==> config.mk <==
export PLATFORM = sky130hd
export DESIGN_NAME = vending_machine_ctrl
export DESIGN_NICKNAME = d
export VERILOG_FILES = /design/src/rtl/vending_machine_ctrl.sv
export SDC_FILE = /design/constraint.sdc
export NUM_CORES = 1
export LEC_CHECK = 0
export CAP_MARGIN = 40
export CELL_PAD_IN_SITES_DETAIL_PLACEMENT = 0
export CELL_PAD_IN_SITES_GLOBAL_PLACEMENT = 1
export CORE_ASPECT_RATIO = 0.5
export CORE_MARGIN = 1
export CORE_UTILIZATION = 45
export DETAILED_ROUTE_END_ITERATION = 12
export PLACE_DENSITY = 0.92
export SLEW_MARGIN = 30
export SYNTH_ARGS = -nofsm -noshare
export SYNTH_HDL_FRONTEND = slang
export SYNTH_SLANG_ARGS = --single-unit
==> constraint.sdc <==
create_clock -name clk -period 5.94 [get_ports clk]
set_input_delay 1.188 -clock clk [delete_from_list [all_inputs] [get_ports clk]]
set_output_delay 1.188 -clock clk [all_outputs]
set_load 0.05 [all_outputs]
==> src/rtl/vending_machine_ctrl.sv <==
// vending_machine_ctrl: N-slot vending controller. Edge-detects coin and
// button levels, keeps a capped credit balance, dispenses one-hot selected
// slots with per-slot stock, and pays change back one quarter per cycle.
module vending_machine_ctrl #(
  parameter int N_PRODUCTS  = 4,
  parameter int STOCK_W     = 4,
  parameter int MONEY_W     = 12,
  parameter int PRICE_STEP  = 25,
  parameter int MAX_CREDIT  = 1000,
  parameter int VEND_CYCLES = 2,
  parameter int AUTO_CHANGE = 0
) (
  input  logic                  clk,
  input  logic                  reset,
  input  logic                  quarter,
  input  logic                  dollar,
  input  logic [N_PRODUCTS-1:0] select,
  input  logic                  buy,
  input  logic                  cancel,
  input  logic [N_PRODUCTS-1:0] load,
  output logic [MONEY_W-1:0]    money,
  output logic [N_PRODUCTS-1:0] product,
  output logic [N_PRODUCTS-1:0] out_of_stock,
  output logic                  change_coin,
  output logic                  coin_reject,
  output logic                  error,
  output logic                  busy
);

  localparam int IDX_W = (N_PRODUCTS > 1) ? $clog2(N_PRODUCTS) : 1;
  localparam int CNT_W = $clog2(VEND_CYCLES + 1);
  localparam logic [STOCK_W-1:0] STOCK_MAX = {STOCK_W{1'b1}};
  localparam logic [MONEY_W:0] QUARTER_W = (MONEY_W+1)'(25);
  localparam logic [MONEY_W:0] DOLLAR_W = (MONEY_W+1)'(100);
  localparam logic [MONEY_W:0] CEILING = (MONEY_W+1)'(MAX_CREDIT);
  localparam logic [MONEY_W-1:0] QUARTER = MONEY_W'(25);
  localparam logic [CNT_W-1:0] VEND_LAST = CNT_W'(VEND_CYCLES - 1);

  typedef enum logic [1:0] {IDLE, VEND, CHANGE} state_t;

  state_t state;
  logic quarter_q, dollar_q, buy_q, cancel_q;
  logic quarter_e, dollar_e, buy_e, cancel_e;
  logic [STOCK_W-1:0] stock [N_PRODUCTS];
  logic [CNT_W-1:0] vend_cnt;
  logic [IDX_W-1:0] sel_idx;
  logic [MONEY_W-1:0] price;
  logic [MONEY_W:0] coin_sum;
  logic coin_any, coin_fits, cancel_act, buy_ok, vend_go;

  assign busy = (state != IDLE);

  // Decode edges, selected slot, price and whether a coin or buy can be accepted.
  always_comb begin
    quarter_e  = quarter & ~quarter_q;
    dollar_e   = dollar & ~dollar_q;
    buy_e      = buy & ~buy_q;
    cancel_e   = cancel & ~cancel_q;
    sel_idx    = '0;
    for (int i = 0; i < N_PRODUCTS; i++) begin
      if (select[i]) sel_idx = IDX_W'(i);
    end
    price      = MONEY_W'((int'(sel_idx) + 1) * PRICE_STEP);
    coin_sum   = (quarter_e ? QUARTER_W : '0) + (dollar_e ? DOLLAR_W : '0);
    coin_any   = quarter_e | dollar_e;
    coin_fits  = ({1'b0, money} + coin_sum) <= CEILING;
    cancel_act = cancel_e && (money != '0);
    buy_ok     = $onehot(select) && (stock[sel_idx] != '0) && (money >= price);
    vend_go    = (state == IDLE) && !cancel_act && buy_e && buy_ok;
    for (int i = 0; i < N_PRODUCTS; i++) begin
      out_of_stock[i] = (stock[i] == '0);
    end
  end

  // Remember last input levels so a held level only counts once.
  always_ff @(posedge clk) begin
    if (!reset) begin
      quarter_q <= 1'b0;
      dollar_q  <= 1'b0;
      buy_q     <= 1'b0;
      cancel_q  <= 1'b0;
    end else begin
      quarter_q <= quarter;
      dollar_q  <= dollar;
      buy_q     <= buy;
      cancel_q  <= cancel;
    end
  end

  // Per-slot stock: restock wins over a same-cycle vend decrement.
  always_ff @(posedge clk) begin
    if (!reset) begin
      for (int i = 0; i < N_PRODUCTS; i++) stock[i] <= STOCK_MAX;
    end else begin
      for (int i = 0; i < N_PRODUCTS; i++) begin
        if (load[i])
          stock[i] <= STOCK_MAX;
        else if (vend_go && (sel_idx == IDX_W'(i)) && (stock[i] != '0))
          stock[i] <= stock[i] - 1'b1;
      end
    end
  end

  // Main controller: credit, vend strobe timing and quarter-by-quarter change.
  always_ff @(posedge clk) begin
    if (!reset) begin
      state       <= IDLE;
      money       <= '0;
      product     <= '0;
      vend_cnt    <= '0;
      change_coin <= 1'b0;
      coin_reject <= 1'b0;
      error       <= 1'b0;
    end else begin
      change_coin <= 1'b0;
      coin_reject <= 1'b0;
      error       <= 1'b0;
      case (state)
        IDLE: begin
          if (cancel_act) begin
            coin_reject <= coin_any;
            state       <= CHANGE;
          end else if (buy_e) begin
            coin_reject <= coin_any;
            if (buy_ok) begin
              money    <= money - price;
              product  <= select;
              vend_cnt <= VEND_LAST;
              state    <= VEND;
            end else begin
              error <= 1'b1;
            end
          end else if (coin_any) begin
            if (coin_fits) money <= money + coin_sum[MONEY_W-1:0];
            else coin_reject <= 1'b1;
          end
        end
        VEND: begin
          coin_reject <= coin_any;
          if (vend_cnt == '0) begin
            product <= '0;
            if ((AUTO_CHANGE != 0) && (money != '0)) state <= CHANGE;
            else state <= IDLE;
          end else begin
            vend_cnt <= vend_cnt - 1'b1;
          end
        end
        CHANGE: begin
          coin_reject <= coin_any;
          if (money >= QUARTER) begin
            money       <= money - QUARTER;
            change_coin <= 1'b1;
            if (money == QUARTER) state <= IDLE;
          end else begin
            money <= '0;
            state <= IDLE;
          end
        end
        default: state <= IDLE;
      endcase
    end
  end

endmodule

Yosys cells after proc, flatten, opt, wreduce, memory -nomap -nowiden
Memories as Yosys holds them, arrays and structs flattened.
Cells that the tools add are included.
- $mul: 1
- equal/unequal tests: 18
- add/subtract/negate cells: 14
- reductions and logical operators: 38
- order comparisons: 3
- muxes and demuxes: 71
- bitwise logic cells: 20
- operator list (kind ; count):
    2-to-1 mux 12 bit ; 6
    2-to-1 mux 4 bit ; 12
    2-to-1 mux 1 bit ; 36
    case mux 12 bit (2 select lines) ; 1
    2-to-1 mux 2 bit ; 10
    nonzero test 4 bit ; 5
    inequality test 3 bit (second input constant) ; 6
    logical NOT 4 bit ; 4
    subtractor 4 x 1 -> 4 bit (second input constant) ; 4
    AND reduction 5 bit ; 3
    logical AND 1 bit ; 14
    adder 12 x 8 -> 13 bit ; 1
    less-or-equal comparator 13 x 10 -> 1 bit (second input constant) ; 1
    adder 12 x 8 -> 12 bit ; 1
    == test 12 x 5 -> 1 bit (second input constant) ; 1
    greater-or-equal comparator 12 x 5 -> 1 bit (second input constant) ; 1
    greater-or-equal comparator 12 x 8 -> 1 bit ; 1
    nonzero test 12 bit ; 1
    subtractor 12 x 5 -> 12 bit (second input constant) ; 1
    subtractor 12 x 8 -> 12 bit ; 1
    inequality test 2 bit (second input constant) ; 5
    OR 1 bit ; 9
    adder 5 x 7 -> 8 bit ; 1
    multiplier 3 x 5 -> 8 bit (second input constant) ; 1
    other kinds (22) ; 39
- memory bits (writable): 16
- output and inout bits: 24
- memories: 1
- register bits after elaboration: 27
- memory list (name ; depth ; bits a word ; rd ports ; clocked after Yosys merged registers in ; write ports ; line ; source):
    stock ; 4 ; 4 ; 5 ; 0 ; 4 ; 44 ; logic [STOCK_W-1:0] stock [N_PRODUCTS];

Logic depth before layout (Yosys ltp)
Gate-level depths: netlist of run 1.
- word-level depth: 15
- mapped depth: 15
- depth with buffers taken out: 14

Worst setup path after synthesis of run 1
Ideal clock, no wire load.
- path kind: input to register
- start: in select[1]
- end: mem stock[1][0], enable pin
- slack: 1.789 ns
- stages: 13
- library setup time: 0.310 ns
- arrival: 3.841 ns
- required time: 5.630 ns
- path through: inv_1 -> o21ai_0 -> inv_1 -> ha_1 -> xor2_1 -> ha_1 -> a21oi_1 -> o21ai_0 -> nor2_1 -> a21oi_2 -> nand2_1 -> nor3_1 -> nand2b_1
- RTL lines (what ; line ; source):
    start: declaration ; 17 ; input logic [N_PRODUCTS-1:0] select,
    end: declaration ; 44 ;

==> impl_metrics.csv, run 1 <==
group,metric,value,unit
synth,async_flop_share,0,
timing,rsz0062_at_grt,"false",
pwr,peakVddDrop,189,uV
job,cap_violations,0,
clocking,htreeDepth,2,
detailed_routing,drt_iter0_drc,342,
synth,synth_edf_count,16,
pwr,power.leakage,0.00166,uW
synth,synth_top_area_cell,"dfxtp_1",
pwr,seqPwrFrac,0.235,
grt,grt-ovfl-total,0,
worst_setup_path,crit_family,"simple AND/OR/NAND/NOR gates",
synth,yosysTopAreaCellShare,0.144,
pwr,switching_share,0.480,
place,portBuffers,37,
clocking,numCtsBuffers,5,
worst_setup_path,slowest_delay,550,ps
final_layout,layout-drive-gt1-share,0.0719,
pwr,power_switching,977,uW
hold_path,hold_class,"reg -> reg",
grt,grt_use_met2,0.374,
worst_setup_path,path_class,"in -> reg",
floorplanning,fp.coreArea,0.00806,sq mm
timing,max_slew_margin,0.436,
grt,grt_max_degree,21,
grt,grt_usage,0.237,
worst_setup_path,arrival,5160,ps
grt,grt_pass1_vias,3243,
floorplanning,rows,23,
clocking,cts_sinks,43,
grt,grtUsageMet1,0.327,
worst_setup_path,critical_path_buf_inv_count,3,
detailed_routing,wl_per_cell,17.2,um
timing,tightestPinTransition,845,ps
synth,yosys-top-cells-count,"nor2_1 (42), nand2_1 (37), inv_1 (34), ha_1 (29), dfxtp_1 (27)",
timing,finalWorstPathRequiredPeriod,5140,ps
worst_setup_path,cp_cell_sequence,"clkdlybuf4s50_1, inv_1, o21ai_0, inv_1, ha_1, xor2_1, ha_1, a21oi_1, o21ai_0, nor2_1, and2_1, nor3_1, nand3b_1, nor3_1, nand3b_1",
detailed_routing,firstDrtPassIters,7,
synth,ys_dominant_reg_cell,"dfxtp_1",
synth,syn_area,0.00376,sq mm
grt,grt_busiest_layer,"met2",
timing,clock.fmax,194,MHz
floorplanning,die_w,131,um
floorplanning,initial_utilization,0.467,
clocking,cts_root_buffer,"clkbuf_16",
clocking,clk_pin_slew,60,ps
clocking,clk_latency,290,ps
timing,finalSetupTns,0,ps
place,dp_hpwl,7.34,mm
timing,holdWs,507,ps
timing,final.period_utilization,0.866,
floorplanning,die_h,66.7,um
worst_setup_path,critical_path.startpoint_type,"primary input",
worst_setup_path,cp-end-kind,"register",
final_layout,antennaDiodeCount,0,
floorplanning,io_pins,38,
synth,ys_warn_count,0,
synth,synth_seq_cells,43,
place,place.gp.congestion,0.899,
pwr,p_per_area,470,mW/mm^2
detailed_routing,vias,3522,
worst_setup_path,critPathRequiredTime,5950,ps
timing,hold_violations,0,
run_status,outcome,"complete, no violations",
detailed_routing,wl,10.1,mm
timing,slew_viol_final,0,
pwr,p_clk_frac,0.175,
clocking,cts_setup_buffers,0,
place,dpl-instance-area,0.00413,sq mm
final_layout,stdcell_area,0.00433,sq mm
worst_setup_path,critPathSlowestCell,"clkdlybuf4s50_1",
detailed_routing,vias_per_cell,6.02,
pwr,share_comb_of_total_power,0.590,
pwr,p_int,1060,uW
synth,ys_seq_area_frac,0.271,
floorplanning,dieArea,0.00875,sq mm
clocking,ctsHoldBuffers,0,
synth,synthCells,448,
grt,grt_pass1_wl,16.3,mm
detailed_routing,ant_nets,0,
synth,synth_nets,493,
timing,fin_skew,8.37,ps
timing,finalSetupViolations,0,
synth,avgSynthCellArea,8.40,sq um
grt,use_met3,0.0449,
final_layout,synthToLayoutAreaGrowth,15.1,%
clocking,cts_tree,"built",
detailed_routing,drcViolationCount,0,
synth,synthTopCellsByArea,"dfxtp_1 (14%), edfxtp_1 (13%), ha_1 (9.6%), nor2_1 (4.2%), nand2_1 (3.7%)",
synth,synth.most_common_cell,"nor2_1",
clocking,clockBufferDepth,2,
clocking,cts.repair.resized,0,
worst_setup_path,path_max_fanout,6,
grt,antenna_found_initial,0,
synth,synthDistinctLibCells,82,
final_layout,fin_nets,517,
[final timing paths]
check,depth (start not counted),end,slack [ps],startpoint
worst max register to register,10,stock[1][1],2470,money[0]
worst min register to register,2,product[3],510,product[3]
worst max-delay path,15,stock[0][3],800,select[1]
worst min-delay path,2,product[3],510,product[3]
[worst reg2reg max path: stages, from the launching register on]
cell and delay, ps:
dfxtp_1 500, inv_1 200, ha_1 270, fa_1 380, nand2b_1 180, o2bb2ai_1 210, a21o_1 220, a21oi_2 260
nand2_1 230, nor3_1 450, nand2b_1 260
[layout make-up]
cell class	count	area, sq um
fill	754	3730
multi-input combinational	347	2440
sequential	43	1020
timing repair buffer	41	412
tap	112	140
clock buffer	6	129
inverter	34	128
clock inverter	2	60.1
[state kept, by name (all words and copies together) (netlist names), 2 cells and up]
name / flops
state: 2
stock: 16
product: 4
vend_cnt: 2
money: 12
[metrics by stage]
step	setup WS, ps	instances	utilization	total power (uW)
global route	374	585	0.537	2160
detailed placement	577	576	0.512	1640
floorplan	1790	448	-	1390
finish	797	585	0.537	2030
CTS	840	584	0.536	2010
global placement	886	575	0.511	1640
[cell families after synthesis]
family / share of synthesized area
AND/OR/NAND/NOR: 0.239
AO/OA/AOI/OAI: 0.241
buffers and inverters: 0.0801
flip-flops: 0.271
adder cells (fa/ha/maj): 0.113
XOR/XNOR: 0.0419
multiplexers: 0.0136
[cells in the final DEF (no fill, tap or decap), types with 5 or more instances in the layout]
| cell | n |
|---|---|
| a21o_1 | 7 |
| a21oi_1 | 23 |
| a31oi_1 | 8 |
| and2_1 | 9 |
| clkbuf_16 | 5 |
| clkdlybuf4s50_1 | 37 |
| dfxtp_1 | 27 |
| edfxtp_1 | 16 |
| ha_1 | 29 |
| inv_1 | 34 |
| nand2_1 | 37 |
| nand2b_1 | 12 |
| nand3_1 | 7 |
| nand4_1 | 6 |
| nor2_1 | 42 |
| nor2b_1 | 5 |
| nor3_1 | 19 |
| nor3b_1 | 6 |
| o21ai_0 | 15 |
| o22ai_1 | 5 |
| o31ai_1 | 6 |
| xnor2_1 | 15 |
[power by group through the flow]
stage | logic [uW] | registers (uW) | clock network (uW)
2_1_floorplan | 840 | 554 | 0
3_3_place_gp | 1160 | 481 | 0
3_5_place_dp | 1170 | 479 | 0
4_1_cts | 1180 | 473 | 359
5_1_grt | 1300 | 488 | 370
6_report | 1200 | 478 | 355
[per-layer routing]
layer	vias to the layer above	wire, um
li1	1687	-
met3	20	827
met2	166	4360
met1	1649	4680
met5	-	0
met4	0	190
Note: power is estimated with default switching activity, not from simulation.
==> run 2, diff against run 1 <==
--- a/config.mk
+++ b/config.mk
@@ -5,14 +5,15 @@
 export SDC_FILE = /design/constraint.sdc
 export NUM_CORES = 1
 export LEC_CHECK = 0
+export ABC_AREA = 1
 export CAP_MARGIN = 40
 export CELL_PAD_IN_SITES_DETAIL_PLACEMENT = 0
 export CELL_PAD_IN_SITES_GLOBAL_PLACEMENT = 1
 export CORE_ASPECT_RATIO = 0.5
 export CORE_MARGIN = 1
-export CORE_UTILIZATION = 45
+export CORE_UTILIZATION = 44
 export DETAILED_ROUTE_END_ITERATION = 12
-export PLACE_DENSITY = 0.92
+export PLACE_DENSITY = 0.95
 export SLEW_MARGIN = 30
 export SYNTH_ARGS = -nofsm -noshare
 export SYNTH_HDL_FRONTEND = slang
==> run 2 against run 1 <==
Compared with the run above:
- fmax increased by 7.4%
- routed wire length fell by 6.6%
- clock-buffer cell count unchanged
- sequential power shrank 13%
- via count grew 3.5%
- hold slack got worse by 46 ps
- combinational power is 23% lower
- sequential cell count unchanged
- synthesized cell count rose by 25%
- critical path depth grew 3
- critical path type unchanged
==> impl_metrics.csv, run 2 <==
group,metric,value,unit
clocking,clk_pin_slew,60,ps
grt,grt_usage,0.222,
place,place.gp.congestion,0.868,
synth,syn_area,0.00372,sq mm
worst_setup_path,arrival,4810,ps
final_layout,fin_util,0.533,
pwr,p_per_area,374,mW/mm^2
final_layout,reg_top3,"stock (16), money (12), product (4)",
timing,tightestPinTransition,725,ps
timing,clock.fmax,209,MHz
synth,synthCells,561,
timing,fin_skew,3.27,ps
timing,finalSetupViolations,0,
floorplanning,die_h,67.0,um
pwr,p_clk_frac,0.168,
synth,synthDistinctLibCells,41,
timing,hold_violations,0,
clocking,htreeDepth,2,
synth,yosysTopAreaCellShare,0.145,
detailed_routing,wl_per_cell,13.3,um
clocking,cts.repair.resized,0,
final_layout,final_cell_mix,"nand2_1 (137), inv_1 (83), nor2_1 (60)",
detailed_routing,drt_iter0_drc,255,
synth,synth_edf_count,16,
synth,synthTopCellsByArea,"dfxtp_1 (15%), nand2_1 (14%), edfxtp_1 (13%), ha_1 (9.8%), inv_1 (8.4%)",
job,cap_violations,0,
timing,slew_viol_final,0,
synth,synth_top_area_cell,"dfxtp_1",
detailed_routing,drcViolationCount,0,
clocking,cts_setup_buffers,0,
final_layout,fin_nets,638,
grt,grt_max_degree,25,
clocking,clockBufferDepth,2,
floorplanning,die_w,132,um
detailed_routing,vias,3646,
synth,yosys-top-cells-count,"nand2_1 (137), inv_1 (83), nor2_1 (60), nand3_1 (51), a21oi_1 (37)",
timing,finalWorstPathRequiredPeriod,4790,ps
pwr,switching_share,0.494,
pwr,seqPwrFrac,0.257,
floorplanning,io_pins,38,
synth,ys_dominant_reg_cell,"dfxtp_1",
place,placed_cells,698,
timing,rsz0062_at_grt,"false",
final_layout,fillers,807,
clocking,cts_tree,"built",
detailed_routing,vias_per_cell,5.16,
grt,grt_pass1_vias,3199,
pwr,power.total,1610,uW
timing,holdWs,461,ps
synth,synth.most_common_cell,"nand2_1",
final_layout,synthToLayoutAreaGrowth,15.9,%
run_status,outcome,"complete, no violations",
timing,max_slew_margin,0.516,
timing,finalSetupTns,0,ps
clocking,cts_root_buffer,"clkbuf_16",
worst_setup_path,cp-end-kind,"register",
hold_path,hold_class,"reg -> reg",
floorplanning,dieArea,0.00885,sq mm
clocking,ctsHoldBuffers,0,
worst_setup_path,critPathRequiredTime,5960,ps
grt,grt_pass1_wl,15.3,mm
place,dp_hpwl,7.28,mm
synth,avgSynthCellArea,6.63,sq um
final_layout,layout-drive-gt1-share,0.0673,
detailed_routing,ant_nets,0,
floorplanning,rows,23,
final_layout,antennaDiodeCount,0,
synth,async_flop_share,0,
pwr,power_switching,797,uW
final_layout,largest_register_ffs,16,
clocking,clk_latency,290,ps
pwr,power.leakage,0.00208,uW
final_layout,stdcell_count,706,
floorplanning,fp.coreArea,0.00809,sq mm
pwr,p_int,816,uW
timing,final.period_utilization,0.806,
detailed_routing,wl,9.40,mm
synth,synth_nets,606,
synth,ys_warn_count,0,
grt,grt-ovfl-total,0,
worst_setup_path,path_class,"in -> reg",
place,portBuffers,37,
clocking,numCtsBuffers,5,
worst_setup_path,path_max_fanout,6,
detailed_routing,firstDrtPassIters,5,
final_layout,final_common_cell,"nand2_1",
synth,synth_seq_cells,43,
clocking,cts_sinks,43,
pwr,share_comb_of_total_power,0.574,
pwr,peakVddDrop,139,uV
worst_setup_path,critical_path.startpoint_type,"primary input",
final_layout,top_register,"stock",
synth,ys_seq_area_frac,0.275,
floorplanning,initial_utilization,0.460,
grt,antenna_found_initial,0,
[run 2: power groups by stage]
stage / registers, uW / clock network [uW] / logic, uW
2_1_floorplan: 487 / 0 / 628
3_3_place_gp: 421 / 0 / 910
3_5_place_dp: 420 / 0 / 912
4_1_cts: 413 / 281 / 917
5_1_grt: 421 / 292 / 1030
6_report: 415 / 272 / 927
[run 2: final cells by class]
cell class / count / area (sq um) / share of cell area
clock buffer: 6 / 129 / 0.0299
timing repair buffer: 39 / 385 / 0.0894
clock inverter: 2 / 12.5 / 0.00290
multi-input combinational: 419 / 2300 / 0.534
sequential: 43 / 1020 / 0.237
tap: 112 / 140 / 0.0325
inverter: 85 / 319 / 0.0740
[run 2: kinds of logic (layout without fill, tap and decap cells)]
kind of cell / count (synthesis) / after routing / share of synthesized area
xor gates and xnor gates: 14 / 14 / 0.0330
DFF: 43 / 43 / 0.275
buffers and inverters: 99 / 132 / 0.106
AOI/OAI and AO/OA: 75 / 75 / 0.115
adders and majority gates: 31 / 31 / 0.108
and+or+nand+nor: 299 / 299 / 0.363
[run 2: final timing paths]
path | slack, ps | startpoint | cells after the start | to
hold / removal | 460 | vend_cnt[1] | 2 | vend_cnt[1]
setup / recovery | 1150 | select[2] | 18 | stock[0][2]
setup reg to reg | 2750 | money[0] | 15 | stock[0][2]
hold reg to reg | 460 | vend_cnt[1] | 2 | vend_cnt[1]
[run 2: worst max-delay path: stages]
cell and delay, ps:
clkdlybuf4s50_1 540, inv_1 100, a21oi_1 420, inv_1 160
ha_1 350, fa_1 440, inv_1 70, a21oi_1 50
o21ai_1 220, nand2_1 130, nand3_1 120, nand2_1 80
nor2_1 170, nand2_1 110, inv_1 150, nand3b_1 120
nor3_2 240, nand3_1 120
[run 2: stage by stage]
step                      instance area (sq um)  setup slack (ps)
after floorplan                            3720              1950
after global placement                     4170              1090
after detailed placement                   4170               837
after CTS                                  4310              1130
after global routing                       4310               755
final                                      4310              1150
[run 2: per-layer routing]
metal | global-route usage | share of wire | vias to the layer above
met4 | 0.0451 | 0.0077 | 0
met3 | 0.0426 | 0.057 | 9
met5 | 0 | 0 | -
met2 | 0.349 | 0.41 | 107
met1 | 0.313 | 0.52 | 1648
li1 | - | - | 1882
==> run 3, diff against run 2 <==
--- a/config.mk
+++ b/config.mk
@@ -11,9 +11,9 @@
 export CELL_PAD_IN_SITES_GLOBAL_PLACEMENT = 1
 export CORE_ASPECT_RATIO = 0.5
 export CORE_MARGIN = 1
-export CORE_UTILIZATION = 44
+export CORE_UTILIZATION = 41
 export DETAILED_ROUTE_END_ITERATION = 12
-export PLACE_DENSITY = 0.95
+export PLACE_DENSITY = 0.9
 export SLEW_MARGIN = 30
 export SYNTH_ARGS = -nofsm -noshare
 export SYNTH_HDL_FRONTEND = slang
==> constraint.sdc (replaced) <==
create_clock -name clk -period 4.6 [get_ports clk]
set_input_delay 0.92 -clock clk [delete_from_list [all_inputs] [get_ports clk]]
set_output_delay 0.92 -clock clk [all_outputs]
set_load 0.05 [all_outputs]
==> run 3 against run 2 <==
Compared with the run above:
- critical path depth stayed put
- sequential share of layout area is 0.19 points lower
- core utilization is 3.6 points lower
- register-to-register slack worse by 1300 ps
- largest power group unchanged
- critical endpoint unchanged
==> impl_metrics.csv, run 3 (synthesized netlist as in run 2, its figures left out) <==
group,metric,value,unit
final_layout,stdcell_area,0.00434,sq mm
worst_setup_path,r2r_slack,1410,ps
clocking,numCtsBuffers,5,
grt,grt_pass1_vias,3366,
worst_setup_path,crit_family,"simple AND/OR/NAND/NOR gates",
detailed_routing,drcViolationCount,0,
pwr,power.leakage,0.00209,uW
timing,finalSetupViolations,0,
timing,holdWs,462,ps
floorplanning,initial_utilization,0.426,
final_layout,synthToLayoutAreaGrowth,16.8,%
clocking,clk_latency,290,ps
worst_setup_path,cp-startpoint,"select[2]",
timing,max_slew_margin,0.512,
run_status,outcome,"complete, no violations",
clocking,cts_tree,"built",
timing,finalSetupTns,0,ps
clocking,cts_sinks,43,
detailed_routing,ant_nets,0,
final_layout,reg_top3,"stock (16), money (12), product (4)",
worst_setup_path,slowest_delay,530,ps
grt,grt-ovfl-total,0,
worst_setup_path,reg2reg_depth,15,
place,dpl-instance-area,0.00419,sq mm
detailed_routing,firstDrtPassIters,5,
timing,finalWorstPathRequiredPeriod,4260,ps
grt,grt_pass1_wl,16.3,mm
timing,rsz0062_at_grt,"false",
floorplanning,rows,24,
final_layout,top_register,"stock",
worst_setup_path,regToRegEndpoint,"stock[0][2]",
clocking,ctsHoldBuffers,0,
clocking,cts_setup_buffers,0,
timing,hold_violations,0,
worst_setup_path,arrival,4300,ps
worst_setup_path,crit_end,"stock[0][2]",
timing,clock.fmax,235,MHz
detailed_routing,vias,3633,
final_layout,fin_util,0.497,
floorplanning,die_h,69.3,um
clocking,cts.repair.resized,0,
timing,fin_skew,6.23,ps
clocking,clockBufferDepth,2,
worst_setup_path,critical_path_buf_inv_count,5,
worst_setup_path,cp-end-kind,"register",
place,portBuffers,37,
detailed_routing,wl,9.52,mm
place,place.gp.congestion,0.909,
floorplanning,dieArea,0.00948,sq mm
grt,grt_usage,0.218,
detailed_routing,drt_iter0_drc,242,
final_layout,stdcell_count,713,
job,cap_violations,0,
timing,final.period_utilization,0.927,
floorplanning,io_pins,38,
worst_setup_path,cpMostUsedCell,"inv_1",
clocking,clk_pin_slew,70,ps
grt,antenna_found_initial,0,
pwr,p_per_area,483,mW/mm^2
clocking,htreeDepth,2,
worst_setup_path,cp_cell_sequence,"clkdlybuf4s50_1, inv_1, a21oi_1, inv_1, ha_1, fa_1, inv_1, a21oi_1, o21ai_1, nand2_1, nand3_1, nand2_1, nor2_1, nand2_1, inv_1, nand3b_1, nor3_4, nand3_1",
detailed_routing,wl_per_cell,13.4,um
final_layout,fin_nets,640,
worst_setup_path,path_max_fanout,5,
clocking,cts_root_buffer,"clkbuf_16",
place,dp_hpwl,7.37,mm
detailed_routing,vias_per_cell,5.10,
floorplanning,die_w,137,um
worst_setup_path,critPathSlowestCell,"clkdlybuf4s50_1",
timing,slew_viol_final,0,
worst_setup_path,path_class,"in -> reg",
grt,grt_max_degree,25,
final_layout,final_common_cell,"nand2_1",
worst_setup_path,critPathRequiredTime,4630,ps
final_layout,layout-drive-gt1-share,0.0721,
timing,tightestPinTransition,731,ps
hold_path,hold_class,"reg -> reg",
final_layout,final_cell_mix,"nand2_1 (137), inv_1 (83), nor2_1 (60)",
pwr,peakVddDrop,222,uV
place,placed_cells,705,
floorplanning,fp.coreArea,0.00874,sq mm
worst_setup_path,path_depth,18,
worst_setup_path,crit-reg2reg-launch,"money[0]",
worst_setup_path,critical_path.startpoint_type,"primary input",
final_layout,largest_register_ffs,16,
final_layout,antennaDiodeCount,0,
## run 3: cell types whose count changed in the layout (fill, tap and decap cells not counted)
cell	before	now
inv_6	0	1
clkinv_2	1	0
clkinvlp_4	1	2
clkbuf_1	1	0
buf_4	2	4
nor3_4	0	1
nor3_2	1	0
## run 3: tightest hold or removal path, cell delays in order (launching register included)
cell,delay [ps]
dfxtp_1,310
nand2_1,60
a21oi_1,50
## run 3: how the worst min path moves through the flow
stage | startpoint | end | slack [ps] | depth (start not counted)
3_5_place_dp | vend_cnt[1] | vend_cnt[1] | 460 | 2
2_1_floorplan | vend_cnt[1] | vend_cnt[1] | 440 | 2
6_report | product[2] | product[2] | 460 | 2
3_3_place_gp | product[3] | product[3] | 450 | 2
5_1_grt | product[0] | product[0] | 490 | 2
4_1_cts | vend_cnt[1] | vend_cnt[1] | 460 | 2
## run 3: power by group
| part | leakage [uW] | total [uW] | internal [uW] | switching, uW |
|---|---|---|---|---|
| combinational | 0.00168 | 1200 | 412 | 784 |
| sequential | 0.000340 | 533 | 442 | 91.8 |
| clock | 0.0000664 | 369 | 203 | 166 |
## run 3: layout make-up
class                      count  area, sq um
timing repair buffer          41          400
clock inverter                 3         23.8
inverter                      85          319
clock buffer                   5          125
sequential                    43         1020
fill                         928         4390
tap                          117          146
multi-input combinational    419         2310
## run 3: per-stage QoR
stage	total power (uW)	worst slack, ps
final	2100	337
after global routing	2260	38.2
after CTS	2090	331
after detailed placement	1720	36.6
after global placement	1720	248
after floorplan	1440	878
## run 3: per-layer routing
metal,global-route usage,share of wire
met1,0.323,0.52
met4,0.0395,0.0084
met5,0,0
met2,0.325,0.41
met3,0.0424,0.056
